--- config.mk ---
export PLATFORM = sky130hd
export DESIGN_NAME = sfu_acc_bank
export DESIGN_NICKNAME = d
export VERILOG_FILES = /design/src/rtl/sfu_pkg.sv /design/src/rtl/sfu_acc_bank_sat_relu.sv /design/src/rtl/sfu_acc_bank.sv
export SDC_FILE = /design/constraint.sdc
export NUM_CORES = 1
export LEC_CHECK = 0
export ABC_CLOCK_PERIOD_IN_PS = 6200
export CORE_MARGIN = 3
export CORE_UTILIZATION = 55
export CTS_BUF_LIST = sky130_fd_sc_hd__clkbuf_8
export DETAILED_ROUTE_END_ITERATION = 16
export PLACE_DENSITY = 0.68
export SLEW_MARGIN = 10
export SYNTH_ARGS = -nofsm -noshare
export SYNTH_HDL_FRONTEND = slang
export SYNTH_SLANG_ARGS = --single-unit
--- constraint.sdc ---
create_clock -name clk -period 6.2 [get_ports clk]
set_clock_uncertainty 0.15 [all_clocks]
set_input_delay 1.24 -clock clk [delete_from_list [all_inputs] [get_ports clk]]
set_output_delay 1.24 -clock clk [all_outputs]
set_load 0.01 [all_outputs]
--- src/rtl/sfu_pkg.sv ---
// Shared types, default widths and saturation helpers for the sfu_acc_bank slice.
package sfu_pkg;

    localparam int SFU_PSUM_BW  = 16;
    localparam int SFU_ACC_BW   = 24;
    localparam int SFU_INPUT_CH = 16;
    localparam int SFU_WIDE     = 64;

    typedef enum logic [1:0] {
        IDLE  = 2'd0,
        ACC   = 2'd1,
        DRAIN = 2'd2
    } sfu_state_t;

    typedef logic signed [SFU_WIDE-1:0] sfu_wide_t;

    // Clamp a wide signed value into the signed range of a w-bit field.
    function automatic sfu_wide_t sat_w(input sfu_wide_t x, input int w);
        sfu_wide_t hi;
        sfu_wide_t lo;
        hi = (64'sd1 <<< (w - 1)) - 64'sd1;
        lo = -hi - 64'sd1;
        if (x > hi) begin
            return hi;
        end else if (x < lo) begin
            return lo;
        end
        return x;
    endfunction

    function automatic sfu_wide_t sat_acc(input sfu_wide_t x, input int acc_w);
        return sat_w(x, acc_w);
    endfunction

    function automatic sfu_wide_t sat_out(input sfu_wide_t x, input int out_w);
        return sat_w(x, out_w);
    endfunction

endpackage

--- src/rtl/sfu_acc_bank_sat_relu.sv ---
// Combinational acc_bw -> psum_bw saturation followed by ReLU when SFU_RELU_EN is defined.
// Zero latency; purely combinational, sits on the drain read path.
module sfu_sat_relu
    import sfu_pkg::*;
#(
    parameter int acc_bw  = SFU_ACC_BW,
    parameter int psum_bw = SFU_PSUM_BW
) (
    input  logic signed [acc_bw-1:0]  acc_i,
    output logic signed [psum_bw-1:0] psum_o
);

    logic signed [psum_bw-1:0] sat_v;

    always_comb begin
        sat_v = psum_bw'(sat_out(sfu_wide_t'(acc_i), psum_bw));
`ifdef SFU_RELU_EN
        psum_o = sat_v[psum_bw-1] ? '0 : sat_v;
`else
        psum_o = sat_v;
`endif
    end

endmodule

--- src/rtl/sfu_acc_bank.sv ---
// Saturating per-channel psum accumulator bank, drained one channel per cycle with clear-on-read.
// Accept-to-bank 1 cycle; drain shows channel k two+k edges after out_req. ReLU via SFU_RELU_EN.
module sfu_acc_bank
    import sfu_pkg::*;
#(
    parameter int psum_bw  = SFU_PSUM_BW,
    parameter int acc_bw   = SFU_ACC_BW,
    parameter int input_ch = SFU_INPUT_CH,
    parameter int ch_bw    = $clog2(input_ch)
) (
    input  logic                      clk,
    input  logic                      reset,
    input  logic signed [psum_bw-1:0] psum_in,
    input  logic                      valid,
    input  logic                      enable,
    input  logic                      out_req,
    output logic signed [psum_bw-1:0] psum_out,
    output logic                      out_valid,
    output logic [ch_bw-1:0]          out_ch,
    output logic                      out_last,
    output logic                      busy,
    output logic                      drop_err
);

    localparam logic [ch_bw-1:0] LAST_CH = ch_bw'(input_ch - 1);

    sfu_state_t state_q, state_d;
    logic signed [acc_bw-1:0] bank_q [input_ch];
    logic signed [acc_bw-1:0] bank_d [input_ch];
    logic [ch_bw-1:0] in_ptr_q, in_ptr_d;
    logic [ch_bw-1:0] out_ptr_q, out_ptr_d;
    logic signed [psum_bw-1:0] psum_out_q, psum_out_d;
    logic out_valid_q, out_valid_d;
    logic [ch_bw-1:0] out_ch_q, out_ch_d;
    logic out_last_q, out_last_d;
    logic busy_q, busy_d;
    logic drop_err_q, drop_err_d;
    logic accept;
    logic signed [psum_bw-1:0] drain_val;

    sfu_sat_relu #(
        .acc_bw  (acc_bw),
        .psum_bw (psum_bw)
    ) u_sat_relu (
        .acc_i  (bank_q[out_ptr_q]),
        .psum_o (drain_val)
    );

    assign accept = valid & enable;

    always_comb begin
        state_d     = state_q;
        bank_d      = bank_q;
        in_ptr_d    = in_ptr_q;
        out_ptr_d   = out_ptr_q;
        psum_out_d  = '0;
        out_valid_d = 1'b0;
        out_ch_d    = '0;
        out_last_d  = 1'b0;
        drop_err_d  = drop_err_q;

        case (state_q)
            IDLE, ACC: begin
                // The accept is folded into the bank before a same-cycle drain starts reading.
                if (accept) begin
                    bank_d[in_ptr_q] = acc_bw'(sat_acc(sfu_wide_t'(bank_q[in_ptr_q])
                                                      + sfu_wide_t'(psum_in), acc_bw));
                    in_ptr_d = (in_ptr_q == LAST_CH) ? '0 : in_ptr_q + ch_bw'(1);
                    state_d  = ACC;
                end
                if (out_req) begin
                    state_d   = DRAIN;
                    out_ptr_d = '0;
                end
            end
            DRAIN: begin
                if (accept) begin
                    drop_err_d = 1'b1;
                end
                // One tail cycle after the last channel keeps busy high before returning to IDLE.
                if (out_last_q) begin
                    state_d   = IDLE;
                    in_ptr_d  = '0;
                    out_ptr_d = '0;
                end else begin
                    psum_out_d        = drain_val;
                    out_valid_d       = 1'b1;
                    out_ch_d          = out_ptr_q;
                    out_last_d        = (out_ptr_q == LAST_CH);
                    bank_d[out_ptr_q] = '0;
                    out_ptr_d         = (out_ptr_q == LAST_CH) ? '0 : out_ptr_q + ch_bw'(1);
                end
            end
            default: state_d = IDLE;
        endcase

        busy_d = (state_d == DRAIN);
    end

    always_ff @(posedge clk) begin
        if (reset) begin
            state_q     <= IDLE;
            bank_q      <= '{default: '0};
            in_ptr_q    <= '0;
            out_ptr_q   <= '0;
            psum_out_q  <= '0;
            out_valid_q <= 1'b0;
            out_ch_q    <= '0;
            out_last_q  <= 1'b0;
            busy_q      <= 1'b0;
            drop_err_q  <= 1'b0;
        end else begin
            state_q     <= state_d;
            bank_q      <= bank_d;
            in_ptr_q    <= in_ptr_d;
            out_ptr_q   <= out_ptr_d;
            psum_out_q  <= psum_out_d;
            out_valid_q <= out_valid_d;
            out_ch_q    <= out_ch_d;
            out_last_q  <= out_last_d;
            busy_q      <= busy_d;
            drop_err_q  <= drop_err_d;
        end
    end

    assign psum_out  = psum_out_q;
    assign out_valid = out_valid_q;
    assign out_ch    = out_ch_q;
    assign out_last  = out_last_q;
    assign busy      = busy_q;
    assign drop_err  = drop_err_q;

endmodule

==> impl_results.md <==
* Status: complete, no violations
* H-tree depth at 3
* Syn Inst Count at 1910
* CP dominant cell by count: mux4_2
* CP max FO at 46
* Synth cell types at 70
* Min cycle time layout at 5.80 ns
* Seq cells post-synth at 418
* Pwr Density at 264 nW/um^2
* Main combinational cell family by area after synthesis: multiplexers
* Skew-Pair Late Insertion Delay at 0.66 ns
* Fin cells at 2470
* Post-CTS Setup Repair Bufs at 0
* Drt first pass iters at 6
* Avg WL per Cell at 28.8 um
* Fin crit share at 93.5%
* Vias in the first global route at 17.1k
* Dpl cells at 2343
* Slew Limit Fails at 0
* Setup TNS at 0 ns
* Worst Path Required at 6.57 ns
* Clock Pin Slew Worst Setup and Hold Paths at 0.06 ns
* WP buf/inv at 2
* Synth Flop Type: dfxtp_1
* Row Count at 71
* Cts repair resizes at 0
* Multiplexer share of the synthesized area at 24.7%
* CORE AREA at 37800 um^2
* Via count at 17.5k
* Gpl congestion at 0.933
* Unrepaired setup endpoints after global routing: no
* R2R Setup Slk at 0.40 ns
* Final global-route overflow total at 0
* Critical path class: flip-flop to flip-flop
* Die H at 202 um
* FILL cells at 3037
* Max capacitance violation total at 0
* # hold bufs at CTS at 0
* Final Hold Vio Count at 0
* IO Count at 45
* Peak supply drop at 0.000201 V
* CTS max path bufs at 3
* Synthesized-area fraction occupied by and/or/nand/nor cells at 10.5%
* Initial Util at 56.0%
* Initial antenna violation count at 2
* Area Overhead vs Synth at 10.6%
* CP cell instances: buf_12 > buf_4 > mux4_2 > mux4_2 > ha_1 > a21oi_1 > a21boi_0 > a311oi_2 > nor3_1 > nor2_2 > nand3_4 > a22o_1
* Syn nets at 1964
* Die Wd at 202 um
* Max-slew headroom at 8.80%
* Post-Place Cell Area at 22000 um^2
* Compound-gate portion of the synthesized area at 18.9%
* First-pass GRT wire length at 107 mm
* Iteration-0 DRC Markers at 2272
* Port-buffer cells at 44
* XOR/XNOR Fraction of Synth Area at 0.703%
* Routed wire length at 71.2 mm
* Via/cell ratio at 7.07
* Post-synth EDFFs at 0
* Worst hold margin at 0.313 ns
* CTS sink count at 418
* Register area share after synthesis at 39.5%
* GRT Total Usage at 34.7%
* Post-route ant nets at 0
* Adder-cell share of the synthesized area at 1.98%
* CTS tree: built
* CP max-delay cell: nor2_2
* Detailed placement HPWL at 45.9 mm
* Max stage delay on crit path at 0.94 ns
* FFs w/ async S/R, synth at 0%
* Hold Crit Class: flip-flop to flip-flop
* CP startpoint kind: flip-flop
* Slew @ Worst Pin at 1.36 ns
* Critical Path End Type: flip-flop
* Layout cells sized above 1 at 23.1%
* FMAX at 173 MHz
* Largest net degree at the start of global routing at 66
* Post-Syn Area per Cell at 11.1 um^2
* Top Family by Delay on Critical Path: simple AND/OR/NAND/NOR gates
* Fin nets at 1958
* Finish-stage setup viols at 0
* Synthesis Warnings at 0
* Mapped cell area at 21200 um^2
* Worst path arrival time at 6.16 ns
* Static Leakage at 8.18 nW
* Root Driver: clkbuf_8
* CTS Buf Count at 70
* Die area at 40900 um^2
* Power Total at 6.19 mW
* DRC viols at 0
* Post-route cell area at 23400 um^2
[layer usage]
| metal | track usage [%] | routed length, um | vias up |
|---|---|---|---|
| met4 | 15.9 | 3470 | 4 |
| met1 | 47.1 | 27100 | 8645 |
| li1 | - | - | 7344 |
| met2 | 51.2 | 31100 | 1186 |
| met3 | 11.1 | 9500 | 275 |
| met5 | 0 | 31 | - |
[cell usage after synthesis (10+ instances only)]
cell type  count  area (um^2)
inv_1         15         56.3
buf_2         26          130
and3_1        11         68.8
xor2_1        10         87.6
buf_1         27          101
a32o_1        15          150
a21oi_1       60          300
nand3_1       23          115
o21ai_0      199          996
o21ai_1       32          160
ha_1          32          400
dfxtp_1      418         8370
nor3_1        14         70.1
nand2_1      264          991
mux4_2       232         5230
nor2_1        64          240
a22o_1       178         1560
nor3_4        10          163
a22oi_1       21          158
nor3_2        10          100
clkbuf_1     105          394
[worst paths after layout]
path,from,end,cells after the start
hold reg to reg,bank_q[32],bank_q[32],2
setup reg to reg,in_ptr_q[1],bank_q[157],12
setup / recovery,in_ptr_q[1],bank_q[157],12
hold / removal,bank_q[32],bank_q[32],2
[where the power goes]
part / total [mW] / internal, mW / switching [mW] / leakage, nW
logic: 0.989 / 0.314 / 0.674 / 4.00
registers: 2.75 / 2.71 / 0.0377 / 3.37
clock network: 2.45 / 1.27 / 1.18 / 0.808
[cell usage in the layout, fill, tap and decap left out, drive strengths merged, types with 3 or more instances in the layout]
master	instances
a22o	178
and2	8
nand4	6
and4b	3
a21oi	61
xor2	10
mux4	232
or4	3
nor3	34
nor2b	8
dfxtp	418
a21boi	3
clkinv	8
nand2b	7
a32o	15
a22oi	21
ha	32
clkdlybuf4s50	43
nand3	30
o211ai	11
a31oi	4
nand2	265
inv	47
clkbuf	83
o21ai	231
o211a	4
and3	11
nor2	65
buf	50
a21o	8
nor4	6
a311oi	9
o21a	3
a211oi	8
xnor2	7
[layout make-up]
| class | instances | area, um^2 | area share [%] |
|---|---|---|---|
| sequential | 418 | 8390 | 35.8 |
| antenna | 2 | 5.00 | 0.0214 |
| inverter | 16 | 60.1 | 0.256 |
| clock inverter | 42 | 228 | 0.972 |
| multi-input combinational | 1305 | 12100 | 51.7 |
| tap | 511 | 639 | 2.73 |
| clock buffer | 83 | 1140 | 4.88 |
| timing repair buffer | 93 | 841 | 3.59 |
[stage by stage]
| stage | utilization [%] | worst slack (ns) |
|---|---|---|
| finish | 61.9 | 0.404 |
| global placement | 58.2 | 0.483 |
| global route | 61.9 | 0.128 |
| detailed placement | 58.2 | 0.365 |
| CTS | 61.8 | 0.350 |
| floorplan | - | 1.10 |
[state kept, by name, indices dropped and copies added, names as in the netlist]
name / flops
out_ptr_q: 4
in_ptr_q: 4
out_ch: 4
busy: 1
state_q: 2
bank_q: 384
psum_out: 16
out_valid: 1
drop_err: 1
out_last: 1
[kinds of logic (layout without fill, tap and decap cells)]
kind of cell    after synthesis  after routing
compound gates              568            568
xor+xnor                     17             17
fa+ha+maj                    33             33
buf+inv                     187            234
flops                       418            418
mux                         233            233
other cells                   0              2
simple gates                454            454
[tightest hold or removal path, delay by kind of cell (launching register included)]
family | cells | cell delay, ns
AND/OR/NAND/NOR | 1 | 0.05
AO/OA/AOI/OAI | 1 | 0.05
flip-flops | 1 | 0.32
Note: power is estimated with default switching activity, not from simulation.
